[src/rtl/elevator_pkg.sv]
// Shared types and sizing helpers for the single-car elevator controller.
// The state codes are visible on the debug port, so their values are fixed.
package elevator_pkg;

    typedef enum logic [1:0] {
        IDLE      = 2'd0,
        MOVE_UP   = 2'd1,
        MOVE_DOWN = 2'd2,
        DOOR_OPEN = 2'd3
    } state_e;

    // Floor register width; a two-floor car still needs one bit.
    function automatic int floor_width(input int num_floors);
        return (num_floors > 2) ? $clog2(num_floors) : 1;
    endfunction

    // Dwell/travel counter width: must hold the largest reload value (cycles - 1).
    function automatic int timer_width(input int move_cycles, input int door_cycles,
                                       input int extra_cycles);
        int longest;
        longest = move_cycles;
        if (door_cycles > longest)  longest = door_cycles;
        if (extra_cycles > longest) longest = extra_cycles;
        return (longest > 1) ? $clog2(longest) : 1;
    endfunction

endpackage

[src/rtl/elevator_timer.sv]
// Loadable down-counter used for both travel time and door dwell.
// Load wins over count-down; the counter parks at zero.
module elevator_timer #(
    parameter int WIDTH = 2
) (
    input  logic             clk,
    input  logic             reset,
    input  logic             load,
    input  logic [WIDTH-1:0] load_val,
    input  logic             en,
    output logic             zero
);

    logic [WIDTH-1:0] count;

    // NOTE: state registers use non-blocking assignments so every flop samples pre-edge values.
    always_ff @(posedge clk or posedge reset) begin
        if (reset) begin
            count <= '0;
        end else if (load) begin
            count <= load_val;
        end else if (en && (count != '0)) begin
            count <= count - WIDTH'(1);
        end
    end

    assign zero = (count == '0);

endmodule

[src/rtl/elevator_system.sv]
// Single-car elevator controller: one floor per request, timed door dwell,
// extendable by extra_waiting. Outputs are registered decodes of the next state.
module elevator_system
    import elevator_pkg::*;
#(
    parameter  int NUM_FLOORS   = 8,
    parameter  int MOVE_CYCLES  = 2,
    parameter  int DOOR_CYCLES  = 3,
    parameter  int EXTRA_CYCLES = 4,
    localparam int FLOOR_W      = floor_width(NUM_FLOORS)
) (
    input  logic               clk,
    input  logic               reset,
    input  logic               move_up,
    input  logic               move_down,
    input  logic               extra_waiting,
    output logic               state_output,
    output logic [FLOOR_W-1:0] current_floor,
    output logic               door_open,
    output logic [1:0]         state
);

    localparam int TIMER_W = timer_width(MOVE_CYCLES, DOOR_CYCLES, EXTRA_CYCLES);

    localparam logic [FLOOR_W-1:0] TOP_FLOOR  = FLOOR_W'(NUM_FLOORS - 1);
    localparam logic [TIMER_W-1:0] MOVE_LOAD  = TIMER_W'(MOVE_CYCLES - 1);
    localparam logic [TIMER_W-1:0] DOOR_LOAD  = TIMER_W'(DOOR_CYCLES - 1);
    localparam logic [TIMER_W-1:0] EXTRA_LOAD = TIMER_W'(EXTRA_CYCLES - 1);

    state_e               state_q;
    state_e               state_next;
    logic [FLOOR_W-1:0]   floor_next;
    logic                 timer_load;
    logic [TIMER_W-1:0]   timer_val;
    logic                 timer_en;
    logic                 timer_zero;

    elevator_timer #(
        .WIDTH (TIMER_W)
    ) u_timer (
        .clk      (clk),
        .reset    (reset),
        .load     (timer_load),
        .load_val (timer_val),
        .en       (timer_en),
        .zero     (timer_zero)
    );

    // NOTE: every signal gets a default first so no path through the case infers a latch.
    always_comb begin
        state_next = state_q;
        floor_next = current_floor;
        timer_load = 1'b0;
        timer_val  = '0;
        timer_en   = 1'b0;

        case (state_q)
            IDLE: begin
                // Up wins over down; requests at the end floors are dropped.
                if (move_up && (current_floor < TOP_FLOOR)) begin
                    state_next = MOVE_UP;
                    timer_load = 1'b1;
                    timer_val  = MOVE_LOAD;
                end else if (move_down && (current_floor != '0)) begin
                    state_next = MOVE_DOWN;
                    timer_load = 1'b1;
                    timer_val  = MOVE_LOAD;
                end
            end

            MOVE_UP, MOVE_DOWN: begin
                if (timer_zero) begin
                    state_next = DOOR_OPEN;
                    timer_load = 1'b1;
                    timer_val  = DOOR_LOAD;
                    floor_next = (state_q == MOVE_UP) ? current_floor + FLOOR_W'(1)
                                                      : current_floor - FLOOR_W'(1);
                end else begin
                    timer_en = 1'b1;
                end
            end

            DOOR_OPEN: begin
                // A held-door press restarts the dwell even on the expiry cycle.
                if (extra_waiting) begin
                    timer_load = 1'b1;
                    timer_val  = EXTRA_LOAD;
                end else if (timer_zero) begin
                    state_next = IDLE;
                end else begin
                    timer_en = 1'b1;
                end
            end

            default: state_next = IDLE;
        endcase
    end

    always_ff @(posedge clk or posedge reset) begin
        if (reset) begin
            state_q       <= IDLE;
            current_floor <= '0;
            state_output  <= 1'b0;
            door_open     <= 1'b0;
        end else begin
            state_q       <= state_next;
            current_floor <= floor_next;
            state_output  <= (state_next == MOVE_UP) || (state_next == MOVE_DOWN);
            door_open     <= (state_next == DOOR_OPEN);
        end
    end

    assign state = state_q;

endmodule

[config.mk]
export PLATFORM = sky130hd
export DESIGN_NAME = elevator_system
export DESIGN_NICKNAME = d
export VERILOG_FILES = /design/src/rtl/elevator_pkg.sv /design/src/rtl/elevator_timer.sv /design/src/rtl/elevator_system.sv
export SDC_FILE = /design/constraint.sdc
export NUM_CORES = 1
export LEC_CHECK = 0
export CORE_MARGIN = 3
export CORE_UTILIZATION = 45
export DETAILED_ROUTE_END_ITERATION = 10
export PLACE_DENSITY = 0.79
export SYNTH_ARGS = -nofsm -noshare
export SYNTH_HDL_FRONTEND = slang
export SYNTH_HIERARCHICAL = 1
export SYNTH_SLANG_ARGS = --single-unit
[constraint.sdc]
create_clock -name clk -period 4.1 [get_ports clk]
set_clock_uncertainty 0.1 [all_clocks]
set_input_delay 1.025 -clock clk [delete_from_list [all_inputs] [get_ports clk]]
set_output_delay 1.025 -clock clk [all_outputs]
set_load 0.02 [all_outputs]
==> impl_metrics.json <==
{
  "ios": 12,
  "ys_seq_elements": 9,
  "hold_viol": 0,
  "synthMuxAreaShare": 0.0185,
  "grt_util_all_layers": 0.161,
  "synth_simple_gate_area_frac": 0.183,
  "die_area_um2": 1830,
  "finalSetupViolCount": 0,
  "timing.fmax_mhz": 394,
  "place_area_um2": 732,
  "fp.dieH_um": 42.8,
  "tns_ns": 0,
  "grt_start_max_net_pins": 11,
  "synth_xor_xnor_area_share": 0.0432,
  "initial_core_util": 0.513,
  "syn_inst": 60,
  "cp.depth": 6,
  "drive_above_1_share": 0.122,
  "startpoint": "move_up",
  "cts_tree": "done",
  "insertion_delay_ns": 0.26,
  "io_buffers": 11,
  "path_clk_slew_ns": 0.06,
  "tightest_slew_ns": 0.390,
  "synthAdderAreaFrac": 0.136,
  "worstReg2RegStart": "state[1]$_DFF_PP0_",
  "period_minus_slack_ns": 2.54,
  "syn_area_um2": 608,
  "final_util": 0.639,
  "worst_ep_required_time_ns": 4.20,
  "antenna_left": 0,
  "ys_top_cells_by_count": "dfrtp_1 (9), inv_1 (9), ha_1 (5), a21oi_1 (4)",
  "final_area_um2": 758,
  "wl_per_cell_um": 13.5,
  "finalCritPeriodShare": 0.619,
  "synth_top_family_by_area": "compound AO/OA/AOI/OAI gates",
  "cts_sinks": 9,
  "grt_pass1_vias": 478,
  "fill_cells": 108,
  "totalWireLength_mm": 1.19,
  "cts_setup_buffers": 0,
  "vias": 480,
  "drv_cap": 0,
  "cp.arrival_ns": 2.63,
  "syn-num-nets": 71,
  "row_count": 12,
  "drt_iter0_markers": 9,
  "n_antenna_cell": 0,
  "grt_antenna_before_repair": 0,
  "min-delay-start": "current_floor[2]$_DFFE_PP0P_",
  "cts_buffers": 3,
  "firstDrtPassIters": 4,
  "crit_family": "simple AND/OR/NAND/NOR gates",
  "cp_num_buf_inv": 1,
  "power_density_nw_per_um2": 905,
  "hold_depth": 1,
  "power_uw": 686,
  "htreeDepth": 1,
  "hold_slack_ns": 0.460,
  "grt_overflow": 0,
  "cts.repair.resized": 0,
  "cp-start-kind": "primary input",
  "multi_input_area_um2": 345,
  "clk_path_buf_depth": 2,
  "slowest_stage": "clkdlybuf4s50_1",
  "outcome": "finished, final reports clean",
  "rsz0062_at_grt": "false",
  "hp-class": "reg2reg",
  "vias_per_cell": 5.45,
  "crit_type": "in2reg",
  "synth-compound-area-share": 0.187,
  "slowest_delay_ns": 0.46,
  "cp-end-kind": "flop",
  "fp.dieW_um": 42.8,
  "cp_cell_sequence": "clkdlybuf4s50_1, or4_4, o2111ai_2, nand2b_1, nor4b_1, a221o_1",
  "syn_avg_cell_area_um2": 10.1,
  "hpwl_um": 913,
  "r2r_cells": 7,
  "syn_to_final_growth_pct": 24.7,
  "synth_ff_type": "dfrtp_1",
  "ys_warn_count": 6,
  "drc": 0,
  "yosysTopAreaCellShare": 0.370,
  "synth-async-reset-ratio": 1.00,
  "yosysSeqAreaShare": 0.370,
  "grt_first_pass_wirelength_mm": 2.10,
  "synth.largest_area_cell": "dfrtp_1",
  "synth_cell_types": 27,
  "cts_hold_buffers": 0,
  "cp_max_fo": 6,
  "core_region_area_um2": 1190,
  "synthTopCellsByArea": "dfrtp_1 (37%), ha_1 (10%), inv_1 (5.6%), a21oi_1 (3.3%), a221o_1 (3.3%)",
  "synth_edf_count": 0,
  "slew_headroom": 0.740,
  "slew_violations": 0,
  "seqCellArea_um2": 225,
  "vdd_drop_max_mv": 0.537,
  "root_buffer": "clkbuf_4",
  "final_nets": 86,
  "gp_congestion": 0.736,
  "p_leak_uw": 0.000341
}
-- per-stage QoR --
step	std cells	worst slack [ns]
detailed placement	84	1.29
global placement	84	1.36
finish	88	1.56
floorplan	60	1.88
CTS	88	1.54
global route	88	1.40
-- routing by layer --
metal,wire [um],vias to the layer above,GRT usage
li1,-,242,-
met5,0,-,0
met4,25,0,0.0745
met1,539,221,0.186
met3,67,4,0.0763
met2,558,13,0.249
-- area by class of cell --
| type | count | share of cell area |
|---|---|---|
| Multi-Input combinational cell | 41 | 0.455 |
| Sequential cell | 9 | 0.297 |
| Timing Repair Buffer | 11 | 0.145 |
| Inverter | 9 | 0.0446 |
| Clock buffer | 4 | 0.0347 |
| Tap cell | 14 | 0.0231 |
-- path summary, 6_finish.rpt --
kind / to / slack, ns
setup / recovery: u_timer/count[0]$_DFFE_PP0P_ / 1.56
hold / removal: current_floor[2]$_DFFE_PP0P_ / 0.46
setup reg to reg: u_timer/count[0]$_DFFE_PP0P_ / 1.87
hold reg to reg: current_floor[2]$_DFFE_PP0P_ / 0.46
max in group asynchronous: door_open$_DFF_PP0_ / 2.74
min in group asynchronous: u_timer/count[1]$_DFFE_PP0P_ / 0.85
-- power by group --
group	internal (uW)	switching, uW	total (uW)
combinational	211	222	432
sequential	135	50.9	186
clock	37.5	30.4	67.9
-- registers in the layout (all words and copies together), names as in the netlist --
name	cells
current_floor	3
state	2
u_timer/count	2
door_open	1
state_output	1
-- logic make-up after synthesis --
| kind of cell | after synthesis |
|---|---|
| adder cells (fa/ha/maj) | 6 |
| AND/OR/NAND/NOR | 17 |
| buffers and inverters | 10 |
| AO/OA/AOI/OAI | 14 |
| XOR/XNOR | 3 |
| multiplexers | 1 |
| flip-flops | 9 |
-- cell usage in the layout, fill, tap and decap left out, drive strengths merged --
| master | synthesis | layout |
|---|---|---|
| fa | 1 | 1 |
| and3 | 2 | 2 |
| xnor2 | 1 | 1 |
| xor2 | 2 | 2 |
| a211o | 1 | 1 |
| clkbuf | 1 | 4 |
| a221o | 2 | 2 |
| o21ai | 1 | 1 |
| o31ai | 2 | 2 |
| nor2 | 2 | 2 |
| clkdlybuf4s50 | 0 | 11 |
| o31a | 1 | 1 |
| nand2b | 3 | 3 |
| ha | 5 | 5 |
| a21oi | 4 | 4 |
| dfrtp | 9 | 9 |
| o2111ai | 1 | 1 |
| o221ai | 2 | 2 |
| nand2 | 3 | 3 |
| inv | 9 | 9 |
| nand4b | 1 | 1 |
| nor4b | 2 | 2 |
| or4 | 1 | 1 |
| nor3 | 1 | 1 |
| and2b | 2 | 2 |
| mux2 | 1 | 1 |
(Power assumes the default switching activity.)
